File: config.mk
export PLATFORM = sky130hd
export DESIGN_NAME = fme_satd_feed_4x4
export DESIGN_NICKNAME = d
export VERILOG_FILES = /design/src/rtl/fme_satd_feed_4x4.sv
export SDC_FILE = /design/constraint.sdc
export NUM_CORES = 1
export LEC_CHECK = 0
export BUFFER_PORTS_ARGS = -buffer_cell sky130_fd_sc_hd__buf_2
export CAP_MARGIN = 20
export CELL_PAD_IN_SITES_DETAIL_PLACEMENT = 0
export CELL_PAD_IN_SITES_GLOBAL_PLACEMENT = 1
export CORE_MARGIN = 4
export CORE_UTILIZATION = 28
export DETAILED_ROUTE_END_ITERATION = 6
export HOLD_SLACK_MARGIN = 0.12
export PLACE_DENSITY_LB_ADDON = 0.25
export SLEW_MARGIN = 20
export SYNTH_ARGS = -nofsm -noshare
export SYNTH_HDL_FRONTEND = slang
export SYNTH_SLANG_ARGS = --single-unit
File: constraint.sdc
create_clock -name clk_i -period 1.8 [get_ports clk_i]
set_input_delay 0.36 -clock clk_i [delete_from_list [all_inputs] [get_ports clk_i]]
set_output_delay 0.36 -clock clk_i [all_outputs]
set_load 0.02 [all_outputs]
File: src/rtl/fme_satd_feed_4x4.sv
// Streams 4x4 rows of current and subpel pels from two row memories
// into a SATD engine, one row per cycle, for a run of 4x4 blocks.
`ifndef BIT_DEPTH
`define BIT_DEPTH 8
`endif

module fme_satd_feed_4x4 (
  input  logic                      clk_i,
  input  logic                      rst_n_i,
  input  logic                      start_i,
  input  logic [3:0]                blk_idx_i,
  input  logic [4:0]                num_blk_i,
  output logic                      cmb_rd_en_o,
  output logic [3:0]                cmb_rd_addr_o,
  input  logic [16*`BIT_DEPTH-1:0]  cmb_rd_data_i,
  output logic                      sp_rd_en_o,
  output logic [3:0]                sp_rd_addr_o,
  input  logic [16*`BIT_DEPTH-1:0]  sp_rd_data_i,
  output logic [`BIT_DEPTH-1:0]     cmb_p0_o,
  output logic [`BIT_DEPTH-1:0]     cmb_p1_o,
  output logic [`BIT_DEPTH-1:0]     cmb_p2_o,
  output logic [`BIT_DEPTH-1:0]     cmb_p3_o,
  output logic [`BIT_DEPTH-1:0]     sp0_o,
  output logic [`BIT_DEPTH-1:0]     sp1_o,
  output logic [`BIT_DEPTH-1:0]     sp2_o,
  output logic [`BIT_DEPTH-1:0]     sp3_o,
  output logic                      valid_o,
  output logic                      busy_o,
  output logic                      done_o
);

  localparam int PW = `BIT_DEPTH;

  typedef enum logic [1:0] {
    IDLE,
    READ,
    DRAIN
  } state_t;

  state_t state_q;
  state_t state_d;

  logic [3:0] blk_q;
  logic [1:0] row_q;
  logic [5:0] rem_q;
  logic       drn_q;

  logic       rd_en_q;
  logic [3:0] rd_addr_q;

  logic       dv_q;
  logic [1:0] dcol_q;

  logic          valid_q;
  logic          done_q;
  logic [PW-1:0] cmb_q [4];
  logic [PW-1:0] sp_q  [4];
  logic [PW-1:0] cmb_sel [4];
  logic [PW-1:0] sp_sel  [4];

  logic       last_rd;
  logic [3:0] blk_nx;
  logic [1:0] row_nx;
  logic [4:0] num_eff;
  logic [5:0] rem_init;

  assign last_rd = (rem_q == 6'd0);
  assign row_nx  = row_q + 2'd1;
  assign blk_nx  = (row_q == 2'd3) ? blk_q + 4'd1 : blk_q;

  // zero encodes a full macroblock of 16 blocks
  assign num_eff  = (num_blk_i == 5'd0) ? 5'd16 : num_blk_i;
  assign rem_init = 6'({num_eff, 2'b00} - 7'd1);

  always_comb begin
    state_d = state_q;
    unique case (state_q)
      IDLE:    if (start_i) state_d = READ;
      READ:    if (last_rd) state_d = DRAIN;
      DRAIN:   if (drn_q)   state_d = IDLE;
      default: state_d = IDLE;
    endcase
  end

  always_ff @(posedge clk_i or negedge rst_n_i) begin
    if (!rst_n_i) begin
      state_q <= IDLE;
    end else begin
      state_q <= state_d;
    end
  end

  always_ff @(posedge clk_i or negedge rst_n_i) begin
    if (!rst_n_i) begin
      blk_q     <= '0;
      row_q     <= '0;
      rem_q     <= '0;
      drn_q     <= 1'b0;
      rd_en_q   <= 1'b0;
      rd_addr_q <= '0;
      done_q    <= 1'b0;
    end else begin
      done_q <= (state_q == DRAIN) && !drn_q;
      unique case (state_q)
        IDLE: begin
          drn_q <= 1'b0;
          if (start_i) begin
            blk_q     <= blk_idx_i;
            row_q     <= 2'd0;
            rem_q     <= rem_init;
            rd_en_q   <= 1'b1;
            rd_addr_q <= {blk_idx_i[3:2], 2'b00};
          end
        end
        READ: begin
          if (last_rd) begin
            rd_en_q <= 1'b0;
          end else begin
            row_q     <= row_nx;
            blk_q     <= blk_nx;
            rem_q     <= rem_q - 6'd1;
            rd_addr_q <= {blk_nx[3:2], row_nx};
          end
        end
        DRAIN: drn_q <= ~drn_q;
        default: drn_q <= 1'b0;
      endcase
    end
  end

  // remember which block column each in-flight read belongs to
  always_ff @(posedge clk_i or negedge rst_n_i) begin
    if (!rst_n_i) begin
      dv_q   <= 1'b0;
      dcol_q <= '0;
    end else begin
      dv_q <= rd_en_q;
      if (rd_en_q) dcol_q <= blk_q[1:0];
    end
  end

  always_comb begin
    logic [3:0] col;
    for (int k = 0; k < 4; k++) begin
      col = {dcol_q, k[1:0]};
      cmb_sel[k] = cmb_rd_data_i[int'(col)*PW +: PW];
      sp_sel[k]  = sp_rd_data_i[int'(col)*PW +: PW];
    end
  end

  always_ff @(posedge clk_i or negedge rst_n_i) begin
    if (!rst_n_i) begin
      valid_q <= 1'b0;
      for (int k = 0; k < 4; k++) begin
        cmb_q[k] <= '0;
        sp_q[k]  <= '0;
      end
    end else begin
      valid_q <= dv_q;
      if (dv_q) begin
        for (int k = 0; k < 4; k++) begin
          cmb_q[k] <= cmb_sel[k];
          sp_q[k]  <= sp_sel[k];
        end
      end
    end
  end

  assign cmb_rd_en_o   = rd_en_q;
  assign sp_rd_en_o    = rd_en_q;
  assign cmb_rd_addr_o = rd_addr_q;
  assign sp_rd_addr_o  = rd_addr_q;

  assign cmb_p0_o = cmb_q[0];
  assign cmb_p1_o = cmb_q[1];
  assign cmb_p2_o = cmb_q[2];
  assign cmb_p3_o = cmb_q[3];
  assign sp0_o    = sp_q[0];
  assign sp1_o    = sp_q[1];
  assign sp2_o    = sp_q[2];
  assign sp3_o    = sp_q[3];

  assign valid_o = valid_q;
  assign done_o  = done_q;
  assign busy_o  = (state_q != IDLE);

endmodule

==> flow_summary.ini, run 1 <==
[outcome]
outcome = complete, no violations

[sta]
skew_ns = 0.00740
max_freq_ghz = 0.570
report.final.setup_viol = 0
whs_ns = 0.266
setup_tns_ns = 0
timing.slew.headroom_pct = 68.3
timing.final.hold_violations = 0
final-max-slew-violation-count = 0
finalWorstSetupSlack_ns = 0.0441
worst_slew_pin_slew_ns = 0.471
period_minus_slack_ns = 1.76
period_share_pct = 97.6

[global_routing]
met1_usage_pct = 21.1
overflow = 0
grt_pass1_wl_um = 27400
grt_max_degree = 66
antenna_found_initial = 2
grt_usage_pct = 17.6
met3_usage_pct = 3.70
top_usage_layer = met2
grt_pass1_vias = 4840
use_met2_pct = 31.6

[route]
drc_errors = 0
vias = 4421
wirelength_um = 18200
firstDrtPassIters = 4
post_drt_wl_per_cell_um = 20.2
vias_per_cell = 4.90
drt-initial-drc-count = 128
ant_nets = 0

[min_path]
worstHoldPathType = input pin to register
hp-start = blk_idx_i[3]
hold_end = blk_q[3]
hold-path-cell-count = 2

[cells_and_area]
fin_area_um2 = 7360
fin_nets = 945
syn2layout_area_growth_pct = 46.2
final_util_pct = 42.1
drive_gt1_share_pct = 76.4
final_cells = 903

[synth]
syn_inst = 332
yosysSeqAreaShare_pct = 42.2
async_flop_share_pct = 100
ys_seq_elements = 85
synth_area_per_cell_um2 = 15.2
ys_types = 44
syn_nets = 605
synthesis.area_um2 = 5040
synth-edff-count = 0
synth_top_flop_cell = dfrtp_1
yosysWarnings = 0

[placement]
pre_cts_ws_ns = 0.0683
place_area_um2 = 7060
place_inst = 884
port_buffers = 344
place.gp.congestion = 0.889
dpl.hpwl_um = 15000

[clock_tree]
htree_levels = 3
clkLatencyLatePin_ns = 0.34
cts-root-buf = clkbuf_16
clkSinkCount = 85
path_clk_slew_ns = 0.06
cts_buffers = 9
cts.path.max_buffers = 2
cts_tree = built

[die]
initial_core_util_pct = 28.8
rows = 48
die_area_um2 = 20200
core_area_um2 = 17500
die_y_um = 142
ios = 345
die_w_um = 142

[worst_setup_path]
cp-start-kind = register
arrival_ns = 1.40
required_ns = 1.44
rrSetupSlack_ns = 0.13
cp_max_fo = 6
worstReg2RegStart = rem_q[1]
regToRegEndpoint = rem_q[4]
reg2reg_depth = 8
path_class = register to primary output
end_kind = primary output

[pwr]
ir_drop_mv = 0.722
power.density_nw_per_um2 = 1720
power.total_mw = 12.7
p_leak_nw = 3.54

[flow_run]
max_cap_violations = 0
timing repair:
action                     4_1_cts  5_1_grt
setup buffers                    0        1
hold endpoints to repair        17        0
gates resized for setup          1        2
cloned                           0        0
hold buffers                     1        0
pin swaps                        0        0
setup endpoints to repair        1        5
how the worst max path moves through the flow:
stage | from | end | cells past startpoint
after CTS | state_q[0] | busy_o | 3
after global placement | rem_q[1] | cmb_rd_en_o | 6
final | state_q[0] | busy_o | 3
after global routing | state_q[0] | busy_o | 3
after detailed placement | rem_q[1] | rem_q[5] | 6
after floorplan | rem_q[0] | blk_q[3] | 7
registers in the layout, summed over array words and instances (netlist names):
register and cells:
cmb_p3_o 8, sp3_o 8, drn_q 1, cmb_rd_addr_o 1, sp2_o 8, sp1_o 8
dv_q 1, sp0_o 8, cmb_p2_o 8, cmb_p1_o 8, cmb_p0_o 8, state_q 2
done_o 1, valid_o 1, row_q 1, blk_q 4, rem_q 6, dcol_q 2
cmb_rd_en_o 1
critical path, stage by stage, from the launching register on:
cell and delay (ns):
dfrtp_2 0.45, buf_4 0.16, or2_2 0.29, buf_2 0.16
cell usage in the layout (no fill, tap or decap), types with 5 or more instances in the layout:
| cell type | Yosys | layout |
|---|---|---|
| mux4_2 | 64 | 64 |
| nand3_1 | 5 | 5 |
| buf_4 | 12 | 12 |
| buf_12 | 0 | 6 |
| inv_1 | 5 | 5 |
| buf_2 | 3 | 343 |
| dfrtp_1 | 85 | 81 |
| o21ai_0 | 12 | 12 |
| clkbuf_16 | 0 | 9 |
| mux2_2 | 66 | 66 |
| nand2_1 | 9 | 9 |
| a21oi_1 | 7 | 7 |
| ha_1 | 5 | 5 |
| nor2_1 | 8 | 8 |
power breakdown:
part           internal [mW]  switching [mW]  leakage, nW
sequential              2.91           0.604        0.989
clock                   1.01           0.756        0.132
combinational           3.72            3.66         2.42
total                   7.64            5.02         3.54
cell families (layout without fill, tap and decap cells):
family / Yosys count / after routing / synth area share [%]
mux: 131 / 131 / 43.6
flops: 85 / 85 / 42.2
buf+inv: 39 / 384 / 4.17
compound gates: 36 / 36 / 5.04
simple gates: 35 / 35 / 3.55
fa+ha+maj: 5 / 5 / 1.24
xor+xnor: 1 / 1 / 0.174
other cells: 0 / 1 / 0
metal layers:
| layer | part of all wire (%) | up-vias |
|---|---|---|
| li1 | - | 1993 |
| met1 | 39 | 2222 |
| met2 | 52 | 183 |
| met3 | 7.2 | 21 |
| met4 | 1.6 | 2 |
| met5 | 0.071 | - |
cells in the mapped netlist, drive strengths merged (2+ instances only):
master    n  area share, %
a21oi     7           0.70
dfrtp    85             42
mux2     66             15
buf      20            2.8
nand2b    3           0.52
mux4     64             29
inv       6           0.45
clkbuf   13           0.97
nand2     9           0.67
o21ai    12            1.2
ha        5            1.2
nor3      3           0.30
a2bb2oi   2           0.35
nor2      8           0.60
nand3     5           0.50
cell type report:
type	count	area, um2
Sequential cell	85	2130
Clock inverter	3	20.0
Clock buffer	13	260
Multi-Input combinational cell	208	2710
Tap cell	225	282
Inverter	6	22.5
Timing Repair Buffer	362	1940
Antenna cell	1	2.50
Fill cell	1678	10100
Note: power is estimated with default switching activity, not from simulation.
==> run 2, diff against run 1 <==
==> constraint.sdc (replaced) <==
create_clock -name clk_i -period 1.45 [get_ports clk_i]
set_input_delay 0.29 -clock clk_i [delete_from_list [all_inputs] [get_ports clk_i]]
set_output_delay 0.29 -clock clk_i [all_outputs]
set_load 0.02 [all_outputs]
==> run 2 against run 1 <==
Net effect: the run now ends with negative setup slack left; power is 44% higher; register-to-register slack worse by 0.35 ns; worst hold slack worse by 0.079 ns; clock power is 29% higher; setup slack worse by 0.26 ns; sequential power is 25% higher; largest cell class unchanged.
==> flow_summary.ini, run 2 (synthesis gave the netlist of run 1 again) <==
[outcome]
outcome = finished with violations
failed_checks = negative setup slack

[route]
m1WireLength_um = 7760
vias_per_cell = 4.93
firstDrtPassIters = 4
post_drt_wl_per_cell_um = 21.3
maxUsedRoutingLayer = met4
wl_met3_um = 1240
drt-initial-drc-count = 174
drc_errors = 0
vias = 4621
dr_wl_met2_um = 10400
wirelength_um = 20000
ant_nets = 0

[die]
ios = 345
initial_core_util_pct = 28.8
die_area_um2 = 20200
die_w_um = 142
core_area_um2 = 17500
rows = 48
die_y_um = 142

[worst_setup_path]
end_kind = register
cp-start-kind = register
cp_common_cell = inv_2
worstPathCellList = inv_2 > ha_4 > nand2b_4 > buf_6 > o41ai_4 > inv_2 > a221o_1
cp_max_fo = 7
cp_slowest_cell = dfrtp_1
path_delay_family = compound AO/OA/AOI/OAI gates
crit_path_max_incr_delay_ns = 0.39
required_ns = 1.68
crit_buf_inv = 3
path_class = register to register
arrival_ns = 1.89

[sta]
period_minus_slack_ns = 1.67
skew_ns = 0.00884
finalWorstSetupSlack_ns = -0.218
period_share_pct = 115
report.final.setup_viol = 78
worst_slew_pin_slew_ns = 0.367
timing.final.hold_violations = 0
final-max-slew-violation-count = 0
max_freq_ghz = 0.599
rsz0062_at_grt = yes
timing.slew.headroom_pct = 75.3

[pwr]
p_leak_nw = 4.04
ir_drop_mv = 0.900
power.density_nw_per_um2 = 2260

[cells_and_area]
layout_common_cells = 342 x buf_2, 81 x dfrtp_1, 64 x mux4_2
fin_nets = 978
final_util_pct = 46.2
final_cells = 938
mostFrequentLayoutCell = buf_2
drive_gt1_share_pct = 80.3
syn2layout_area_growth_pct = 60.2

[flow_run]
max_cap_violations = 0

[global_routing]
antenna_found_initial = 3
grt_usage_pct = 18.3
grt_max_degree = 49
grt_pass1_wl_um = 28300
grt_pass1_vias = 4894
overflow = 0

[clock_tree]
cts_tree = built
clkLatencyLatePin_ns = 0.34
htree_levels = 3
clkSinkCount = 85
path_clk_slew_ns = 0.06
cts.path.max_buffers = 2
cts_buffers = 9
cts-root-buf = clkbuf_16

[placement]
port_buffers = 344
dpl.hpwl_um = 15600
place_inst = 903
place.gp.congestion = 0.826

[min_path]
worstHoldPathType = input pin to register
run 2: worst reg2reg max path: cells and delay by family (launching register included):
kind                       cells  cell delay [ns]
AOI/OAI and AO/OA              2             0.59
adders and majority gates      1             0.15
buffers and inverters          3             0.37
DFF                            1             0.39
and+or+nand+nor                1             0.06
run 2: area by class of cell:
cell class / count / area [um2]
multi-input combinational: 208 / 2990
tap: 225 / 282
clock inverter: 3 / 17.5
antenna: 3 / 7.51
timing repair buffer: 395 / 2340
fill: 1623 / 9410
clock buffer: 13 / 280
sequential: 85 / 2130
inverter: 6 / 22.5
run 2: what timing repair did:
action	CTS	global route
gates resized for setup	40	56
buffers inserted	6	6
endpoints found under the hold margin	85	0
pin swaps	8	5
cloned	0	5
setup endpoints to repair	80	79
hold buffers	1	0
run 2: power breakdown:
part / switching [mW] / internal, mW / leakage [nW]
combinational: 5.28 / 6.26 / 2.90
clock: 0.949 / 1.34 / 0.148
sequential: 0.779 / 3.62 / 0.989
run 2: path summary, 6_finish.rpt:
kind                               from          end  slack [ns]  cells after the start
min reg2reg                       drn_q       done_o        0.47                      1
max                            rem_q[1]     blk_q[3]       -0.22                      7
min in group asynchronous       rst_n_i     sp0_o[0]        0.34                      2
max reg2reg                    rem_q[1]     blk_q[3]       -0.22                      7
max in group asynchronous       rst_n_i  cmb_p1_o[1]        0.62                      3
min                        blk_idx_i[3]     blk_q[3]        0.19                      2
run 2: through the flow:
step / hold slack, ns / setup TNS (ns) / total power [mW] / setup WS (ns) / area, um2
CTS: 0.173 / -12.14 / 17.1 / -0.212 / 7720
global route: 0.181 / -15.73 / 19.3 / -0.255 / 8070
floorplan: -0.00559 / -7.24 / 11.2 / -0.249 / 5130
detailed placement: 0.155 / -13.39 / 14.2 / -0.311 / 7230
global placement: 0.154 / -11.80 / 14.0 / -0.256 / 7230
finish: 0.186 / -12.46 / 18.2 / -0.218 / 8070
run 2: routing by layer:
layer	vias up	track usage, %
li1	2058	-
met5	-	0
met4	0	8.18
met1	2346	22.1
met3	30	3.36
met2	187	31.9
